$ cat src/rtl/conv_window_mac_pkg.sv
// Shared definitions for the windowed convolution MAC: FSM states,
// parameter derivations and the result clip helper.
package conv_window_mac_pkg;

    // Widest intermediate result the clip helper can inspect.
    localparam int unsigned SAT_MAX_W = 128;

    typedef enum logic [1:0] {
        ST_IDLE,
        ST_COLLECT,
        ST_MAC,
        ST_OUT
    } state_t;

    function automatic int calc_ntap(input int ksize);
        return ksize * ksize;
    endfunction

    function automatic int calc_passes(input int ntap, input int lanes);
        return (ntap + lanes - 1) / lanes;
    endfunction

    function automatic int calc_acc_w(input int data_w, input int ntap);
        return 2 * data_w + $clog2(ntap);
    endfunction

    // Returns {above_max, below_min} of r against a signed data_w-bit range.
    function automatic logic [1:0] clip_flags(input logic signed [SAT_MAX_W-1:0] r,
                                              input int data_w);
        logic signed [SAT_MAX_W-1:0] hi;
        hi = signed'((SAT_MAX_W'(1) << (data_w - 1)) - SAT_MAX_W'(1));
        return {r > hi, r < ~hi};
    endfunction

endpackage

$ cat src/rtl/conv_mac_lane_sum.sv
// Combinational LANES-wide signed multiply and sum into one accumulator-width partial.
module conv_mac_lane_sum #(
    parameter int DATA_W = 16,
    parameter int LANES  = 3,
    parameter int ACC_W  = 36
) (
    input  logic [LANES*DATA_W-1:0] w_lane,
    input  logic [LANES*DATA_W-1:0] x_lane,
    output logic signed [ACC_W-1:0] partial_sum
);

    logic signed [DATA_W-1:0]   a;
    logic signed [DATA_W-1:0]   b;
    logic signed [2*DATA_W-1:0] prod;

    // Multiply each lane pair and sum the sign-extended products.
    always_comb begin
        partial_sum = '0;
        a           = '0;
        b           = '0;
        prod        = '0;
        for (int unsigned j = 0; j < LANES; j++) begin
            a           = signed'(w_lane[j*DATA_W +: DATA_W]);
            b           = signed'(x_lane[j*DATA_W +: DATA_W]);
            prod        = (2*DATA_W)'(a) * (2*DATA_W)'(b);
            partial_sum = partial_sum + ACC_W'(prod);
        end
    end

endmodule

$ cat src/rtl/conv_window_mac.sv
// KSIZE x KSIZE signed window dot product, LANES taps per MAC cycle,
// arithmetic-shift scaling and saturate/truncate output with valid/ready handshake.
module conv_window_mac
    import conv_window_mac_pkg::*;
#(
    parameter int DATA_W    = 16,
    parameter int KSIZE     = 3,
    parameter int LANES     = 3,
    parameter int ACC_W     = calc_acc_w(DATA_W, KSIZE * KSIZE),
    parameter int OUT_SHIFT = 0,
    localparam int NTAP     = KSIZE * KSIZE,
    localparam int AW       = (NTAP > 1) ? $clog2(NTAP) : 1
) (
    input  logic              Clk,
    input  logic              Rst,
    input  logic              cfg_we,
    input  logic [AW-1:0]     cfg_addr,
    input  logic [DATA_W-1:0] cfg_wdata,
    output logic              cfg_err,
    input  logic              sat_en,
    input  logic              in_valid,
    output logic              in_ready,
    input  logic [DATA_W-1:0] in_data,
    output logic              out_valid,
    input  logic              out_ready,
    output logic [DATA_W-1:0] out_data,
    output logic              out_sat,
    output logic              busy
);

    localparam int P                    = calc_passes(NTAP, LANES);
    localparam int CW                   = $clog2(P + 1);
    localparam logic [AW-1:0] LAST_IDX  = AW'(NTAP - 1);
    localparam logic [CW-1:0] LAST_CYC  = CW'(P);
    localparam logic [DATA_W-1:0] POS_MAX = {1'b0, {(DATA_W-1){1'b1}}};
    localparam logic [DATA_W-1:0] NEG_MIN = {1'b1, {(DATA_W-1){1'b0}}};

    state_t                      state, state_n;
    logic signed [DATA_W-1:0]    w_mem [NTAP];
    logic signed [DATA_W-1:0]    x_mem [NTAP];
    logic [AW-1:0]               idx;
    logic [CW-1:0]               cyc;
    logic signed [ACC_W-1:0]     acc;
    logic signed [ACC_W-1:0]     partial;
    logic                        sat_en_q;
    logic [LANES*DATA_W-1:0]     w_lane;
    logic [LANES*DATA_W-1:0]     x_lane;
    logic                        accept;
    logic                        cfg_ok;
    int                          tap;
    logic signed [SAT_MAX_W-1:0] r_wide;
    logic [1:0]                  flags;
    logic [DATA_W-1:0]           res_data;

    assign in_ready  = (state == ST_IDLE) || (state == ST_COLLECT);
    assign accept    = in_valid && in_ready;
    assign busy      = (state != ST_IDLE);
    assign out_valid = (state == ST_OUT);
    assign cfg_ok    = cfg_we && (state == ST_IDLE) && (int'(cfg_addr) < NTAP);

    // Route the taps of the current MAC cycle onto the lanes; taps past NTAP read as zero.
    always_comb begin
        w_lane = '0;
        x_lane = '0;
        tap    = 0;
        for (int unsigned j = 0; j < LANES; j++) begin
            tap = int'(cyc) * LANES + int'(j);
            if (tap < NTAP) begin
                w_lane[j*DATA_W +: DATA_W] = w_mem[AW'(tap)];
                x_lane[j*DATA_W +: DATA_W] = x_mem[AW'(tap)];
            end
        end
    end

    conv_mac_lane_sum #(
        .DATA_W (DATA_W),
        .LANES  (LANES),
        .ACC_W  (ACC_W)
    ) u_lane_sum (
        .w_lane      (w_lane),
        .x_lane      (x_lane),
        .partial_sum (partial)
    );

    // Scale the finished accumulator and apply saturation or truncation.
    always_comb begin
        r_wide   = SAT_MAX_W'(acc) >>> OUT_SHIFT;
        flags    = clip_flags(r_wide, DATA_W);
        res_data = r_wide[DATA_W-1:0];
        if (sat_en_q) begin
            if (flags[1]) begin
                res_data = POS_MAX;
            end else if (flags[0]) begin
                res_data = NEG_MIN;
            end
        end
    end

    // Next-state logic; the last pixel of a window always enters MAC (covers NTAP==1 from IDLE).
    always_comb begin
        state_n = state;
        case (state)
            ST_IDLE, ST_COLLECT: if (accept) state_n = (idx == LAST_IDX) ? ST_MAC : ST_COLLECT;
            ST_MAC:              if (cyc == LAST_CYC) state_n = ST_OUT;
            ST_OUT:              if (out_ready) state_n = ST_IDLE;
            default:             state_n = ST_IDLE;
        endcase
    end

    // State register, weight/pixel buffers, accumulator and registered output.
    // MAC runs P accumulate cycles (cyc 0..P-1) then one cycle (cyc==P) registering the result.
    always_ff @(posedge Clk) begin
        if (Rst) begin
            state    <= ST_IDLE;
            for (int unsigned i = 0; i < NTAP; i++) begin
                w_mem[i] <= '0;
                x_mem[i] <= '0;
            end
            idx      <= '0;
            cyc      <= '0;
            acc      <= '0;
            sat_en_q <= 1'b0;
            out_data <= '0;
            out_sat  <= 1'b0;
            cfg_err  <= 1'b0;
        end else begin
            state   <= state_n;
            cfg_err <= cfg_we && !cfg_ok;
            if (cfg_ok) begin
                w_mem[cfg_addr] <= cfg_wdata;
            end
            if (accept) begin
                x_mem[idx] <= in_data;
                if (idx == LAST_IDX) begin
                    idx      <= '0;
                    cyc      <= '0;
                    acc      <= '0;
                    sat_en_q <= sat_en;
                end else begin
                    idx <= idx + 1'b1;
                end
            end
            if (state == ST_MAC) begin
                if (cyc == LAST_CYC) begin
                    out_data <= res_data;
                    out_sat  <= |flags;
                end else begin
                    acc <= acc + partial;
                    cyc <= cyc + 1'b1;
                end
            end
        end
    end

endmodule

$ cat config.mk
export PLATFORM = sky130hd
export DESIGN_NAME = conv_window_mac
export DESIGN_NICKNAME = d
export VERILOG_FILES = /design/src/rtl/conv_window_mac_pkg.sv /design/src/rtl/conv_mac_lane_sum.sv /design/src/rtl/conv_window_mac.sv
export SDC_FILE = /design/constraint.sdc
export NUM_CORES = 2
export LEC_CHECK = 0
export ABC_AREA = 1
export BUFFER_PORTS_ARGS = -buffer_cell sky130_fd_sc_hd__buf_4
export CORE_ASPECT_RATIO = 1.25
export CORE_MARGIN = 1
export CORE_UTILIZATION = 60
export DETAILED_ROUTE_END_ITERATION = 6
export PLACE_DENSITY = 0.82
export RECOVER_POWER = 25
export SYNTH_ARGS = -nofsm -noshare
export SYNTH_HDL_FRONTEND = slang
export SYNTH_SLANG_ARGS = --single-unit
$ cat constraint.sdc
create_clock -name Clk -period 10.7 [get_ports Clk]
set_clock_uncertainty 0.05 [all_clocks]
set_input_delay 0.535 -clock Clk [delete_from_list [all_inputs] [get_ports Clk]]
set_output_delay 0.535 -clock Clk [all_outputs]
set_load 0.03 [all_outputs]
==> Flow_metrics.wiki <==
{| class="wikitable"
! Metric !! Value
|-
| Result of the run || finished, final reports clean
|-
| Total CTS buffers || between 50 and 60
|-
| Critical path peak fanout || 12
|-
| Iteration-0 DRC Markers || 6218
|-
| Top cell by count, worst path || sky130_fd_sc_hd__fa_1
|-
| Number of hold-slack violations in the final timing report || 0
|-
| Number of different library cells in the post-synthesis netlist || 59
|-
| Top-level port count || 63
|-
| Total Die Area || between 0.1 and 0.15 sq mm
|-
| Clock slew at the register clock pins of the worst setup and hold paths || roughly 80 ps
|-
| Hold WC Path Type || in2reg
|-
| GRT Util Overall || 0.407
|-
| Die boundary height || 362 microns
|-
| Maximum number of pins on one net before global-route repair || 79
|-
| Area share of the leading cell type in the synthesized netlist || 0.300
|-
| Global-route wire length before repair || around 320000 microns
|-
| Critical path class || reg2reg
|-
| Post-synthesis to final-layout area growth || 15.7%
|-
| Clk sink count || approximately 580
|-
| Required time of the critical path || 11280 ps
|-
| Core box area || 0.102 sq mm
|-
| Post-Route WL || roughly 220000 microns
|-
| Root Driver || sky130_fd_sc_hd__clkbuf_16
|-
| Most used flip-flop cell after synthesis || sky130_fd_sc_hd__edfxtp_1
|-
| Dominant combinational cell family by area after synthesis || adder cells
|-
| Slew at the pin closest to its max-slew limit || roughly 1300 ps
|-
| Reg-to-reg critical path startpoint || cyc[0]$_SDFF_PP0_
|-
| First-pass iteration count of the detailed router || 7
|-
| Headroom to the max-slew limit || 0.105
|-
| Remaining antenna violation count || 0
|-
| Slowest CP cell || sky130_fd_sc_hd__fa_2
|-
| Horiz. Die Dim || between 200 and 300 microns
|-
| RSZ-0062 raised after global routing || yes
|-
| Average cell area after synthesis || 8.64 sq um
|-
| Detailed Place HPWL || between 150000 and 200000 microns
|-
| Routability congestion estimate from global placement || 1.05
|-
| Hold_sp || cfg_we
|-
| Share of flip-flops with an asynchronous set or reset || 0
|-
| Routed len/inst || about 24 microns
|-
| Final antenna diode count || 0
|-
| Adder-cell share of the synthesized area || 0.350
|-
| XOR/XNOR share of the synthesized area || 0.00717
|-
| Count of buffers from port buffering || between 60 and 70
|-
| Max-Cap Viols || 0
|-
| Count of mapped cells out of synthesis || ~7000
|-
| Multi-input combinational cell area || 0.0404 sq mm
|-
| Number of failing setup endpoints in the final timing report || 0
|-
| Count of H-tree levels built during CTS || 2
|-
| Max Root-Sink Buffers || 3
|-
| Number of flip-flops and latches in the synthesized netlist || 575
|-
| Final critical-path required period || about 11000 ps
|-
| R2r endpoint || acc[35]$_SDFF_PP0_
|-
| Sequential cell area || 0.0166 sq mm
|-
| Worst Path Arrival || about 11000 ps
|-
| Crit end category || flop
|-
| Count of synthesis-stage warnings from yosys || 0
|-
| Synthesized-area fraction occupied by and/or/nand/nor cells || 0.170
|-
| Filler Cell Count || around 7600
|-
| Placed cell areas || between 0.06 and 0.07 sq mm
|-
| Number of global-route vias before repair || around 54000
|-
| Post-route cell area || just over 0.07 sq mm
|-
| Worst setup slack for register-to-register paths || 50 ps
|-
| Count of cells along the worst hold path || 3
|-
| FMAX || approximately 94 MHz
|-
| Nets@finish || 8936
|-
| Row Count || 131
|-
| Share of final-layout standard cells stronger than drive strength 1 || 0.138
|-
| Destination of the worst hold path || cfg_err$_SDFF_PP0_
|-
| Grt ovf || 0
|-
| Clock latency reported for the late side of the worst-skew pair || ~700 ps
|-
| List of most frequent post-synthesis cells || 1510 x sky130_fd_sc_hd__nand2_1, 1317 x sky130_fd_sc_hd__inv_1, 934 x sky130_fd_sc_hd__fa_1, 820 x sky130_fd_sc_hd__nor2_1, 512 x sky130_fd_sc_hd__edfxtp_1
|-
| Post-synthesis mux area share || 0.00933
|-
| Netlist Area Pre-Place || a little over 0.06 sq mm
|-
| Starting density of the core || 0.608
|-
| Leading post-synthesis cells by cell area || sky130_fd_sc_hd__fa_1 30%, sky130_fd_sc_hd__edfxtp_1 25%, sky130_fd_sc_hd__nand2_1 9.1%
|-
| Number of cells on the worst reg-to-reg path || 44
|-
| Largest incremental delay on the critical path || 730 ps
|-
| Final worst path period share || 0.995
|-
| Slew Viols, Final || 0
|-
| Worst setup timing slack at the placement stage || -299 ps
|-
| Post-synth EDFFs || ~500
|-
| Most used standard cell by instance count after synthesis || sky130_fd_sc_hd__nand2_1
|-
| Final routed DRC violation total || 0
|-
| Post-route worst setup slack || about 54 ps
|-
| Compound-Gate Fraction of Synth Area || 0.0859
|-
| Antenna violations before repair || 4
|-
| Portion of the post-synthesis area used by sequential elements || 0.267
|-
| Total vias in the final route || between 50000 and 60000
|-
| CTS tree || done
|-
| Cell type with the largest total area after synthesis || sky130_fd_sc_hd__fa_1
|-
| Critical Path Start Type || flop
|-
| Via density per instance || 5.92
|}
[flip-flops by register name, indices dropped and copies added (netlist names)]
register  cells
x_mem       256
idx           4
out_sat       1
w_mem       256
cyc           2
sat_en_q      1
state         2
acc          36
out_data     16
cfg_err       1
[worst max-delay path: cells and delay by family (launching register included)]
kind,cells,cell delay (ps)
adder cells (fa/ha/maj),12,5740
AND/OR/NAND/NOR,19,2380
buffers and inverters,10,1130
AO/OA/AOI/OAI,3,750
flip-flops,1,440
[layout make-up]
class | count | share of cell area
clock buffer | 68 | 0.0211
tap | 1330 | 0.0231
inverter | 1426 | 0.0759
timing repair inverter | 2 | 0.000313
clock inverter | 38 | 0.00518
sequential | 575 | 0.231
timing repair buffer | 641 | 0.0831
multi-input combinational | 5009 | 0.560
[routing by layer]
| layer | vias up | part of all wire | GRT usage | wire length (microns) |
|---|---|---|---|---|
| li1 | 23300 | - | - | - |
| met1 | 26200 | 0.32 | 0.452 | 69800 |
| met2 | 3394 | 0.47 | 0.680 | 103000 |
| met3 | 946 | 0.11 | 0.0825 | 22800 |
| met4 | 4 | 0.10 | 0.332 | 21700 |
| met5 | - | 0.00012 | 0.000920 | 25 |
[logic make-up (layout without fill, tap and decap cells)]
family | Yosys count | after routing
multiplexers | 58 | 58
buffers and inverters | 1736 | 2175
adder cells (fa/ha/maj) | 1181 | 1181
XOR/XNOR | 51 | 51
other | 1 | 112
flip-flops | 575 | 575
AO/OA/AOI/OAI | 953 | 953
AND/OR/NAND/NOR | 2654 | 2654
[metrics by stage]
stage | util | hold slack [ps] | instances | setup TNS (ps)
4_1_cts | 0.683 | 2.76 | 9017 | 0
2_1_floorplan | - | 389 | 7320 | 0
5_1_grt | 0.703 | 50.1 | 9089 | -3160
3_3_place_gp | 0.661 | 404 | 8904 | -246
6_report | 0.703 | 30.0 | 9089 | 0
3_5_place_dp | 0.661 | 428 | 8904 | -996
[worst max-delay path by stage]
stage | end | slack [ps] | cells after the start | from
6_report | acc[35]$_SDFF_PP0_ | 50 | 44 | cyc[0]$_SDFF_PP0_
5_1_grt | acc[35]$_SDFF_PP0_ | -240 | 43 | cyc[0]$_SDFF_PP0_
4_1_cts | acc[22]$_SDFF_PP0_ | 10 | 44 | cyc[0]$_SDFF_PP0_
3_5_place_dp | acc[34]$_SDFF_PP0_ | -300 | 44 | cyc[0]$_SDFF_PP0_
3_3_place_gp | acc[35]$_SDFF_PP0_ | -130 | 48 | cyc[0]$_SDFF_PP0_
2_1_floorplan | acc[35]$_SDFF_PP0_ | 20 | 49 | cyc[0]$_SDFF_PP0_
[placed cells by master (no fill, tap or decap), drive strengths merged, types with 10 or more instances in the layout]
master	instances
a21oi	205
a22o	18
a31oi	25
buf	589
clkbuf	117
clkinv	58
clkinvlp	10
conb	112
dfxtp	63
edfxtp	512
fa	934
ha	247
inv	1393
mux2i	58
nand2	1519
nand3	226
nand4	16
nor2	827
nor3	31
nor4	10
o211ai	96
o21ai	540
o221ai	16
o22ai	23
or2	14
xnor2	21
xor2	30
[repair_timing]
action,CTS,global route
resized for setup,38,369
gates cloned,3,15
hold buffers,1,0
setup endpoints to repair,12,23
setup buffers,3,57
hold endpoints to repair,7,0
pin swaps,2,88
Power is left out: the tool's default activity adds up to more than one toggle a clock period on the data nets, which glitch-free logic cannot reach.
